===== config.mk =====
export PLATFORM = sky130hd
export DESIGN_NAME = pll_clk_monitor_flat
export DESIGN_NICKNAME = d
export VERILOG_FILES = /design/src/rtl/pll_mon_pkg.sv /design/src/rtl/pll_clk_monitor_if.sv /design/src/rtl/pll_mon_edge_sync.sv /design/src/rtl/pll_clk_monitor.sv /design/src/flat_wrapper.sv
export SDC_FILE = /design/constraint.sdc
export NUM_CORES = 1
export LEC_CHECK = 0
export ABC_AREA = 0
export ABC_CLOCK_PERIOD_IN_PS = 3130
export CORE_ASPECT_RATIO = 0.8
export CORE_MARGIN = 10
export CORE_UTILIZATION = 35
export DETAILED_ROUTE_END_ITERATION = 8
export HOLD_SLACK_MARGIN = 0.1
export MAX_ROUTING_LAYER = met4
export PLACE_DENSITY_LB_ADDON = 0.3
export SYNTH_ARGS = -nofsm -noshare
export SYNTH_HDL_FRONTEND = slang
export SYNTH_SLANG_ARGS = --single-unit

===== constraint.sdc =====
create_clock -name clk -period 3.13 [get_ports clk]
set_input_delay 0.626 -clock clk [delete_from_list [all_inputs] [get_ports clk]]
set_output_delay 0.626 -clock clk [all_outputs]
set_load 0.02 [all_outputs]

===== src/rtl/pll_mon_pkg.sv =====
`default_nettype none
// ============================================================================
//  Module      : pll_mon_pkg
//  Description : Shared constants and helpers for the PLL clock monitor.
//                It holds the FSM state encodings, the counter-width helpers
//                and the edge-counter sizing check.
//  Revision    : 1.0 - initial release
// ============================================================================
package pll_mon_pkg;

    // FSM state encodings
    localparam logic [1:0] c_ST_IDLE    = 2'd0;
    localparam logic [1:0] c_ST_SETTLE  = 2'd1;
    localparam logic [1:0] c_ST_MEASURE = 2'd2;
    localparam logic [1:0] c_ST_EVAL    = 2'd3;

    // Bits needed to hold values 0..max_val (at least 1).
    function automatic int unsigned width_for(input int unsigned max_val);
        return (max_val < 2) ? 1 : $clog2(max_val + 1);
    endfunction

    // The maximum number of rising edges a window can contain is
    // ceil(gate/2). True when a cnt_w-bit counter holds that count
    // without reaching its all-ones value.
    function automatic bit cnt_w_fits(input int unsigned cnt_w,
                                      input int unsigned gate);
        return (64'((gate + 1) / 2) < (64'd1 << cnt_w) - 64'd1);
    endfunction

endpackage : pll_mon_pkg
`default_nettype wire


===== src/rtl/pll_clk_monitor_if.sv =====
`default_nettype none
// ============================================================================
//  Module      : pll_clk_monitor_if
//  Description : Status bus of the PLL clock monitor.
//                edge_cnt  : edge count of the last completed window
//                cnt_valid : 1-cycle pulse when edge_cnt updates
//                freq_ok   : frequency qualified
//                freq_err  : 1-cycle pulse on a failed (or stuck) window
//                Modport master drives the bus and modport slave observes it.
//  Revision    : 1.0 - initial release
// ============================================================================
interface pll_clk_monitor_if #(
    parameter int unsigned CNT_W = 16
);
    logic [CNT_W-1:0] edge_cnt;
    logic             cnt_valid;
    logic             freq_ok;
    logic             freq_err;

    modport master (output edge_cnt, output cnt_valid, output freq_ok, output freq_err);
    modport slave  (input  edge_cnt, input  cnt_valid, input  freq_ok, input  freq_err);
endinterface : pll_clk_monitor_if
`default_nettype wire


===== src/rtl/pll_mon_edge_sync.sv =====
`default_nettype none
// ============================================================================
//  Module      : pll_mon_edge_sync
//  Description : Two-flop synchroniser with rising-edge detect.
//                clk   in  1  sampling clock
//                rst_n in  1  synchronous reset, active low
//                din   in  1  asynchronous input
//                sync  out 1  synchronised level
//                rise  out 1  high for one cycle after sync goes 0->1
//  Revision    : 1.0 - initial release
// ============================================================================
module pll_mon_edge_sync (
    input  wire logic clk,
    input  wire logic rst_n,
    input  wire logic din,
    output logic      sync,
    output logic      rise
);
    logic r_meta;
    logic r_sync;
    logic r_prev;

    always_ff @(posedge clk) begin
        if (!rst_n) begin
            r_meta <= 1'b0;
            r_sync <= 1'b0;
            r_prev <= 1'b0;
        end else begin
            r_meta <= din;
            r_sync <= r_meta;
            r_prev <= r_sync;
        end
    end

    assign sync = r_sync;
    assign rise = r_sync & ~r_prev;
endmodule : pll_mon_edge_sync
`default_nettype wire


===== src/rtl/pll_clk_monitor.sv =====
`default_nettype none
// ============================================================================
//  Module      : pll_clk_monitor
//  Description : Frequency checker for the rPLL divided output. It counts
//                meas_clk rising edges over back-to-back GATE_CYCLES windows
//                and compares each count to EXP_COUNT +/- TOL. freq_ok is
//                asserted after GOOD_RUNS consecutive passing windows.
//                clk      in  1  reference clock
//                rst_n    in  1  synchronous reset, active low
//                en       in  1  monitor enable (low forces IDLE)
//                pll_lock in  1  PLL lock (asynchronous)
//                meas_clk in  1  clock under test, sampled as data
//                mon      if  master: edge_cnt/cnt_valid/freq_ok/freq_err
//                Optional macro PLL_MON_STUCK_EN: when it is defined, a
//                window with no edge for STUCK_CYCLES cycles is flagged early.
//  Revision    : 1.0 - initial release
// ============================================================================
module pll_clk_monitor
    import pll_mon_pkg::*;
#(
    parameter int unsigned GATE_CYCLES   = 27000,
    parameter int unsigned EXP_COUNT     = 9000,
    parameter int unsigned TOL           = 9,
    parameter int unsigned GOOD_RUNS     = 4,
    parameter int unsigned SETTLE_CYCLES = 2700,
    parameter int unsigned CNT_W         = 16,
    parameter int unsigned STUCK_CYCLES  = 16
) (
    input  wire logic         clk,
    input  wire logic         rst_n,
    input  wire logic         en,
    input  wire logic         pll_lock,
    input  wire logic         meas_clk,
    pll_clk_monitor_if.master mon
);
    localparam int unsigned c_TMR_MAX = (GATE_CYCLES > SETTLE_CYCLES) ? GATE_CYCLES : SETTLE_CYCLES;
    localparam int unsigned c_TMR_W   = width_for(c_TMR_MAX);
    localparam int unsigned c_GOOD_W  = width_for(GOOD_RUNS);
    localparam bit          c_CNT_FITS = cnt_w_fits(CNT_W, GATE_CYCLES);

    localparam logic [c_TMR_W-1:0]  c_SETTLE_LAST = c_TMR_W'(SETTLE_CYCLES - 1);
    localparam logic [c_TMR_W-1:0]  c_MEAS_LAST   = c_TMR_W'(GATE_CYCLES - 2);
    localparam logic [c_GOOD_W-1:0] c_GOOD_MAX    = c_GOOD_W'(GOOD_RUNS);
    localparam logic [CNT_W-1:0]    c_EXP         = CNT_W'(EXP_COUNT);
    localparam logic [CNT_W:0]      c_TOL         = (CNT_W+1)'(TOL);

    logic                w_lock_s;
    logic                w_lock_rise;
    logic                w_meas_s;
    logic                w_meas_rise;

    logic [1:0]          r_state;
    logic [c_TMR_W-1:0]  r_timer;
    logic [CNT_W-1:0]    r_cnt;
    logic [c_GOOD_W-1:0] r_good;
    logic [CNT_W-1:0]    r_edge_cnt;
    logic                r_cnt_valid;
    logic                r_freq_ok;
    logic                r_freq_err;

    logic [CNT_W-1:0]    w_cnt_next;
    logic signed [CNT_W:0] w_diff;
    logic [CNT_W:0]      w_abs;
    logic                w_pass;
    logic [c_GOOD_W-1:0] w_good_inc;
    logic                w_in_window;
    logic                w_stuck_fire;

    pll_mon_edge_sync u_meas_sync (
        .clk   (clk),
        .rst_n (rst_n),
        .din   (meas_clk),
        .sync  (w_meas_s),
        .rise  (w_meas_rise)
    );

    // Lock only needs the synchronised level; its edge output is not used.
    pll_mon_edge_sync u_lock_sync (
        .clk   (clk),
        .rst_n (rst_n),
        .din   (pll_lock),
        .sync  (w_lock_s),
        .rise  (w_lock_rise)
    );

    // A correctly sized counter cannot wrap, so the hold-at-max path is
    // only built when CNT_W is too narrow for the window.
    if (c_CNT_FITS) begin : g_cnt_plain
        assign w_cnt_next = r_cnt + CNT_W'(w_meas_rise);
    end else begin : g_cnt_sat
        assign w_cnt_next = (&r_cnt) ? r_cnt : r_cnt + CNT_W'(w_meas_rise);
    end

    // During EVAL the last cycle's edge is folded in, so w_cnt_next is the
    // final count of the window.
    assign w_diff     = $signed({1'b0, w_cnt_next}) - $signed({1'b0, c_EXP});
    assign w_abs      = w_diff[CNT_W] ? (CNT_W+1)'(-w_diff) : (CNT_W+1)'(w_diff);
    assign w_pass     = (w_abs <= c_TOL);
    assign w_good_inc = (r_good == c_GOOD_MAX) ? r_good : r_good + c_GOOD_W'(1);

    assign w_in_window = en && w_lock_s &&
                         ((r_state == c_ST_MEASURE) || (r_state == c_ST_EVAL));

`ifdef PLL_MON_STUCK_EN
    localparam int unsigned c_STK_W = width_for(STUCK_CYCLES);
    localparam logic [c_STK_W-1:0] c_STK_LAST = c_STK_W'(STUCK_CYCLES - 1);

    logic [c_STK_W-1:0] r_stuck;

    assign w_stuck_fire = w_in_window && !w_meas_rise && (r_stuck == c_STK_LAST);

    always_ff @(posedge clk) begin
        if (!rst_n) begin
            r_stuck <= '0;
        end else if (!w_in_window || w_meas_rise || w_stuck_fire) begin
            r_stuck <= '0;
        end else begin
            r_stuck <= r_stuck + c_STK_W'(1);
        end
    end
`else
    assign w_stuck_fire = 1'b0;
`endif

    always_ff @(posedge clk) begin
        if (!rst_n) begin
            r_state     <= c_ST_IDLE;
            r_timer     <= '0;
            r_cnt       <= '0;
            r_good      <= '0;
            r_edge_cnt  <= '0;
            r_cnt_valid <= 1'b0;
            r_freq_ok   <= 1'b0;
            r_freq_err  <= 1'b0;
        end else begin
            r_cnt_valid <= 1'b0;
            r_freq_err  <= 1'b0;
            if (!en) begin
                r_state   <= c_ST_IDLE;
                r_timer   <= '0;
                r_cnt     <= '0;
                r_good    <= '0;
                r_freq_ok <= 1'b0;
            end else begin
                case (r_state)
                    c_ST_IDLE: begin
                        r_state <= c_ST_SETTLE;
                        r_timer <= '0;
                        r_cnt   <= '0;
                    end
                    c_ST_SETTLE: begin
                        // Settle time must be continuous lock; any dropout restarts it.
                        if (!w_lock_s) begin
                            r_timer <= '0;
                        end else if (r_timer == c_SETTLE_LAST) begin
                            r_state <= c_ST_MEASURE;
                            r_timer <= '0;
                            r_cnt   <= '0;
                        end else begin
                            r_timer <= r_timer + c_TMR_W'(1);
                        end
                    end
                    c_ST_MEASURE, c_ST_EVAL: begin
                        if (!w_lock_s) begin
                            // Lock lost: discard the partial window.
                            r_state   <= c_ST_SETTLE;
                            r_timer   <= '0;
                            r_cnt     <= '0;
                            r_good    <= '0;
                            r_freq_ok <= 1'b0;
                        end else if (w_stuck_fire) begin
                            r_state    <= c_ST_MEASURE;
                            r_timer    <= '0;
                            r_cnt      <= '0;
                            r_good     <= '0;
                            r_freq_ok  <= 1'b0;
                            r_freq_err <= 1'b1;
                        end else if (r_state == c_ST_MEASURE) begin
                            r_cnt <= w_cnt_next;
                            if (r_timer == c_MEAS_LAST) begin
                                r_state <= c_ST_EVAL;
                            end
                            r_timer <= r_timer + c_TMR_W'(1);
                        end else begin
                            // Last cycle of the window; the next one starts immediately.
                            r_edge_cnt  <= w_cnt_next;
                            r_cnt_valid <= 1'b1;
                            r_cnt       <= '0;
                            r_timer     <= '0;
                            r_state     <= c_ST_MEASURE;
                            if (w_pass) begin
                                r_good    <= w_good_inc;
                                r_freq_ok <= (w_good_inc == c_GOOD_MAX);
                            end else begin
                                r_good     <= '0;
                                r_freq_ok  <= 1'b0;
                                r_freq_err <= 1'b1;
                            end
                        end
                    end
                    default: begin
                        r_state <= c_ST_IDLE;
                    end
                endcase
            end
        end
    end

    assign mon.edge_cnt  = r_edge_cnt;
    assign mon.cnt_valid = r_cnt_valid;
    assign mon.freq_ok   = r_freq_ok;
    assign mon.freq_err  = r_freq_err;
endmodule : pll_clk_monitor
`default_nettype wire


===== src/flat_wrapper.sv =====
// flat-port wrapper written by rule: the top's interface ports become plain ports
module pll_clk_monitor_flat import pll_mon_pkg::*;
#(
    parameter int unsigned GATE_CYCLES   = 27000,
    parameter int unsigned EXP_COUNT     = 9000,
    parameter int unsigned TOL           = 9,
    parameter int unsigned GOOD_RUNS     = 4,
    parameter int unsigned SETTLE_CYCLES = 2700,
    parameter int unsigned CNT_W         = 16,
    parameter int unsigned STUCK_CYCLES  = 16
)
  (clk, rst_n, en, pll_lock, meas_clk, mon_edge_cnt, mon_cnt_valid, mon_freq_ok, mon_freq_err);
  pll_clk_monitor_if #(.CNT_W(CNT_W)) mon_i ();
  input  wire logic clk;
  input  wire logic rst_n;
  input  wire logic en;
  input  wire logic pll_lock;
  input  wire logic meas_clk;
  output wire logic [$bits(mon_i.edge_cnt)-1:0] mon_edge_cnt;
  output wire logic [$bits(mon_i.cnt_valid)-1:0] mon_cnt_valid;
  output wire logic [$bits(mon_i.freq_ok)-1:0] mon_freq_ok;
  output wire logic [$bits(mon_i.freq_err)-1:0] mon_freq_err;
  assign mon_edge_cnt = mon_i.edge_cnt;
  assign mon_cnt_valid = mon_i.cnt_valid;
  assign mon_freq_ok = mon_i.freq_ok;
  assign mon_freq_err = mon_i.freq_err;
  pll_clk_monitor #(.GATE_CYCLES(GATE_CYCLES), .EXP_COUNT(EXP_COUNT), .TOL(TOL), .GOOD_RUNS(GOOD_RUNS), .SETTLE_CYCLES(SETTLE_CYCLES), .CNT_W(CNT_W), .STUCK_CYCLES(STUCK_CYCLES)) u_core (.clk(clk), .rst_n(rst_n), .en(en), .pll_lock(pll_lock), .meas_clk(meas_clk), .mon(mon_i));
endmodule

## Yosys cells after proc, flatten, opt, wreduce, memory -nomap -nowiden

Index checks and enable logic that the tools add are counted.

| word-level totals | value |
|---|---|
| output and inout bits | 19 |
| register bits after elaboration | 60 |
| bits in read-only memories | 0 |
| memories | 0 |
| latch bits | 0 |
| memory bits (writable) | 0 |

| operators by class | value |
|---|---|
| equal/unequal tests | 11 |
| magnitude comparators | 1 |
| bitwise gates (word level) | 7 |
| div/mod/pow operators | 0 |
| multipliers | 0 |
| shifts and indexed selects | 0 |
| add/sub/neg operators | 5 |
| reduce and logical (&&, ||, !) cells | 9 |
| mux-type cells | 26 |

Operator list:

| cell | number |
|---|---|
| 16-bit two-way mux | 4 |
| 15-bit two-way mux | 4 |
| 16-bit one-hot mux with 3 select lines | 1 |
| 15-bit one-hot mux with 3 select lines | 1 |
| 17-bit by 4-bit <= comparator with 1-bit output (second input constant) | 1 |
| 17-bit two-way mux | 1 |
| 17-bit negator | 1 |
| 16-bit by 14-bit subtractor with 17-bit output (second input constant) | 1 |
| 16-bit by 1-bit adder with 16-bit output | 1 |
| 15-bit by 1-bit adder with 15-bit output (second input constant) | 1 |
| 15-bit by 12-bit equality test with 1-bit output (second input constant) | 1 |
| 15-bit equality test (second input constant) | 1 |
| 3-bit two-way mux | 4 |
| 2-bit two-way mux | 5 |
| 4-bit AND reduction | 2 |
| 3-bit equality test (second input constant) | 2 |
| 1-bit NOT | 6 |
| 2-bit one-hot mux with 3 select lines | 1 |
| 2-bit AND reduction | 3 |
| 1-bit two-way mux | 5 |
| 5-bit OR reduction | 1 |
| 2-bit equality test (second input constant) | 2 |
| 2-bit inequality test (second input constant) | 2 |
| 4-bit inequality test (second input constant) | 1 |
| other kinds (7) | 7 |

## Depth between registers and ports, before layout

| depth | value |
|---|---|
| word-level depth | 10 |
| depth in mapped cells | 15 |
| mapped depth without buffers | 15 |

## Modules after synthesis

A second synthesis with hierarchy kept.

| second synthesis, totals | value |
|---|---|
| cell total of the unflattened synthesis | 508 |
| area, all modules | 3998.8 µm² |

Modules (own cells, without submodules):

| module | area each (µm²) | instances | cells an instance |
|---|---|---|---|
| pll_clk_monitor | 3813.7 | 1 | 494 |
| pll_mon_edge_sync | 92.6 | 2 | 7 |

## Worst setup path after synthesis

No wires, ideal clock.

| path | value |
|---|---|
| path kind | reg-to-reg |
| from | register u_core.u_meas_sync.r_sync, in the netlist u_core.u_meas_sync.sync |
| to | register u_core.r_good[1] |
| path buffers | 1 |
| library setup time | 75 ps |
| stages on the path, launching flop included | 15 |
| setup slack | -233 ps |
| arrival | 3288 ps |
| cells stage by stage | dfxtp_1 nor2b_1 ha_1 ha_1 buf_4 and4_1 nand3_2 xor2_4 nand3_1 a221oi_4 mux2_1 a311o_1 nor3_4 nand3_1 o22ai_1 |

| between the ends | value |
|---|---|
| longest elaborated chain between the ends | 9 |

RTL lines:

| element | line | RTL |
|---|---|---|
| from (decl) | pll_mon_edge_sync.sv:20 | `logic r_sync;` |
| from (signal assigned) | pll_mon_edge_sync.sv:30 | `r_sync <= r_meta;` |
| 1-bit bitwise AND (*) | pll_mon_edge_sync.sv:36 | `assign rise = r_sync & ~r_prev;` |
| 16-bit by 1-bit adder with 16-bit output (*) | pll_clk_monitor.sv:89 | `assign w_cnt_next = r_cnt + CNT_W'(w_meas_rise);` |
| 16-bit by 14-bit subtractor with 17-bit output (*) | pll_clk_monitor.sv:96 | `assign w_diff = $signed({1'b0, w_cnt_next}) - $signed({1'b0, c_EXP});` |
| 17-bit negator | pll_clk_monitor.sv:97 | `assign w_abs = w_diff[CNT_W] ? (CNT_W+1)'(-w_diff) : (CNT_W+1)'(w_diff);` |
| 17-bit two-way mux (*) | pll_clk_monitor.sv:97 |  |
| 17-bit by 4-bit <= comparator with 1-bit output (*) | pll_clk_monitor.sv:98 | `assign w_pass = (w_abs <= c_TOL);` |
| 3-bit two-way mux (*) | pll_clk_monitor.sv:191 | `if (w_pass) begin` |
| 3-bit two-way mux (*) | pll_clk_monitor.sv:178 | `end else if (r_state == c_ST_MEASURE) begin` |
| 3-bit two-way mux (*) | pll_clk_monitor.sv:164 | `if (!w_lock_s) begin` |
| to (signal assigned) | pll_clk_monitor.sv:192 | `r_good <= w_good_inc;` |
| to (decl) | pll_clk_monitor.sv:55 | `logic [c_GOOD_W-1:0] r_good;` |

Mark *: on every way between the ends. The rest lies on a longest branch, timed or not. The select of a mux whose other input is x is not followed.
A chain may end at the register's enable or synchronous reset.

## Worst setup path in the final report

Ends and elaborated chain as after synthesis.

==> out/results.ini <==
[sta]
hold_violations=0
max-slew-margin-rel=0.3533
setup_viol=5
min_period_ns=3.416
finalSetupTns_ns=-1.120
worst_slack_ns=-0.2858
skew_ns=0.005389
worst_slew_pin_slew_ns=0.9664
final-max-slew-violation-count=0
fmax_mhz=292.8
fin_crit_sh=1.091
rsz0062_at_grt=true

[synth]
synth-seq-area-share=0.3136
postSynth.asyncResetShare=0
ys_ff_latch=60
synth.distinct_cells=75
synth_area_mm2=0.003830
ys.flop_type=dfxtp_1
syn_nets=458
yosysTopAreaCell=dfxtp_1
netlist_top_cells_area=dfxtp_1 (31%), nor2_1 (4.5%), xnor2_1 (3.9%), nand2_1 (3.8%), xor2_1 (3.4%)
synth_edf_count=0
synth_cells=445
ys_warn_count=0
yosysTopAreaCellShare=0.3136
postSynthAreaPerCell_um2=8.607

[layout]
drive_above_1_share=0.3369
fillCellCount=957
area_delta_synth_final_pct=43.78
nNetsFinal=572
antenna_cells=0

[grt]
grt_overflow_total=0
first_global_vias=3568
grt_start_max_net_pins=23
grt_first_pass_wirelength_um=17360
antenna_found_initial=0
grt.total_usage=0.1397

[clocking]
cts_buffers=9
clock_path_buffers=2
clk_pin_slew_ns=0.06
clock_sinks=60
htreeDepth=3
clk_latency_ns=0.33
cts_tree=built
clock-root-buffer=clkbuf_16

[routing]
wl_met3_um=329
dr_wl_met2_um=4819
wl_per_cell_um=15.07
vias_per_cell=5.243
topRoutingLayerUsed=met4
wl_um=10670
drc=0
drtAntennaViolNets=0
first_pass_iters=4
m1WireLength_um=5368
vias=3712
drtIter0Drc=239

[place]
gp_congestion=0.8986
dp_hpwl_um=7769
port_buffers=23

[power_and_ir_drop]
p_leak_uw=0.002206
comb_power_share=0.019
seq_power_share=0.409
ir_worst_vdd_uv=332.8
p_switching_uw=399.3
pwr-share-clk=0.572
intPower_uw=1483
sw_frac_of_total=0.2121
power.density_mw_per_mm2=341.9
power.total_uw=1883

[die]
die_area_mm2=0.01555
die_w_um=137.0
die_h_um=113.6
initial_core_util=0.3558
boundaryPins=24
std_cell_rows=34
core-area_mm2=0.01076

[worst_setup_path]
cp-start-kind=register
path_max_fanout=7
crit_required_ns=3.38
critPathKind=register to register
cp_data_arrival_time_ns=3.67
cp-end-kind=register

[outcome]
status=finished, violations left
violations=setup timing

[worst_hold_path]
min_path_type=register to register

[job]
maxCapViolations=0

==> cell families after synthesis <==
logic type,count (synthesis),share of synthesized area
adders and majority gates,8,0.02614
xor gates and xnor gates,39,0.1058
and+or+nand+nor,186,0.2594
muxes,10,0.03006
buffers and inverters,38,0.05096
DFF,60,0.3136
AOI/OAI and AO/OA,104,0.2140
==> placed cells by master, fill, tap and decap left out, drive strengths merged, types with 5 or more instances in the layout <==
master           n
ha               8
dfxtp           60
nand3           25
nor3            13
mux2i            8
xor2            18
o211a           13
or3              5
and3             5
a22oi           11
inv             13
a21oi           25
buf            106
xnor2           21
clkbuf           9
nor2            48
and2            11
nand2b           5
nand4            9
and4             8
clkdlybuf4s50   23
o21ai           16
nand2           39
==> synthesized netlist by cell type (4+ instances only) <==
library cell  instances
nand3_1              22
nor2_1               46
ha_1                  8
and2_1               11
xnor2_2               4
dfxtp_1              60
buf_6                 5
o21ai_0              15
or3_1                 5
nand2_1              39
clkbuf_1             11
buf_2                 5
nor3_1               12
and3_1                5
nand2b_1              5
and4_1                6
xor2_1               15
a22oi_1              11
nand4_1               7
mux2i_1               7
inv_1                11
a21oi_1              23
xnor2_1              17
o211a_1              13
==> stage by stage <==
step | cell area, um2 | hold slack (ns) | util | worst slack [ns] | std cells
3_3_place_gp | 4863 | 0.4225 | 0.4519 | -0.2370 | 679
5_1_grt | 5507 | 0.4560 | 0.5116 | -0.4445 | 708
4_1_cts | 5414 | 0.4348 | 0.5030 | -0.1884 | 703
2_1_floorplan | 3896 | 0.4119 | - | -0.1386 | 445
3_5_place_dp | 4863 | 0.4186 | 0.4519 | -0.3227 | 679
6_report | 5507 | 0.4352 | 0.5116 | -0.2858 | 708
==> flip-flops by register name (all words and copies together) (netlist names) <==
register	count
u_core.mon.edge_cnt	16
u_core.r_cnt	16
u_core.r_timer	15
u_core.r_good	3
u_core.r_state	2
u_core.mon.cnt_valid	1
u_core.mon.freq_err	1
u_core.mon.freq_ok	1
u_core.u_lock_sync.r_meta	1
u_core.u_lock_sync.sync	1
u_core.u_meas_sync.r_meta	1
u_core.u_meas_sync.r_prev	1
u_core.u_meas_sync.sync	1
==> what timing repair did <==
item | 4_1_cts | 5_1_grt
hold buffers | 0 | 0
buffers inserted | 9 | 5
setup endpoints to repair | 5 | 5
pin swaps | 9 | 11
resized for setup | 33 | 14
==> layout make-up <==
cell class | count | area [um2] | share of cell area
Multi-Input combinational cell | 347 | 2706 | 0.4915
Timing Repair Buffer | 129 | 1047 | 0.1902
Clock inverter | 7 | 100.1 | 0.01818
Sequential cell | 60 | 1202 | 0.2184
Clock buffer | 9 | 225.2 | 0.04090
Tap cell | 144 | 180.2 | 0.03272
Inverter | 12 | 45.04 | 0.008180
==> layer usage <==
metal  track usage  up-vias
met5             -        -
met4       0.04769        0
met3       0.02768       11
met2        0.2172       61
met1        0.1772     1794
li1              -     1846
==> final timing paths <==
check,endpoint,from,slack (ns),cells after the start
setup / recovery,u_core.r_good[1],u_core.u_meas_sync.sync,-0.29,14
hold / removal,u_core.u_meas_sync.sync,u_core.u_meas_sync.r_meta,0.44,1
setup reg to reg,u_core.r_good[1],u_core.u_meas_sync.sync,-0.29,14
hold reg to reg,u_core.u_meas_sync.sync,u_core.u_meas_sync.r_meta,0.44,1
==> power by group through the flow <==
| stage | registers [uW] | logic, uW | clock network (uW) |
|---|---|---|---|
| 2_1_floorplan | 786 | 19.8 | 0 |
| 3_3_place_gp | 786 | 35.3 | 0 |
| 3_5_place_dp | 786 | 35.3 | 0 |
| 4_1_cts | 770 | 36.6 | 1090 |
| 5_1_grt | 770 | 39.8 | 1120 |
| 6_report | 770 | 36.5 | 1080 |
==> worst max-delay path, stage by stage (launching register included) <==
cell	delay [ns]
dfxtp_2	0.32
nor2b_4	0.16
ha_4	0.15
ha_4	0.16
and4_4	0.24
buf_12	0.10
and4_4	0.25
xnor2_4	0.12
nand3_2	0.11
a221oi_4	0.35
mux2_4	0.33
a311o_1	0.41
nor3_4	0.34
nand3_2	0.12
o22ai_1	0.16
No activity file was read; power rests on OpenSTA's default activity.
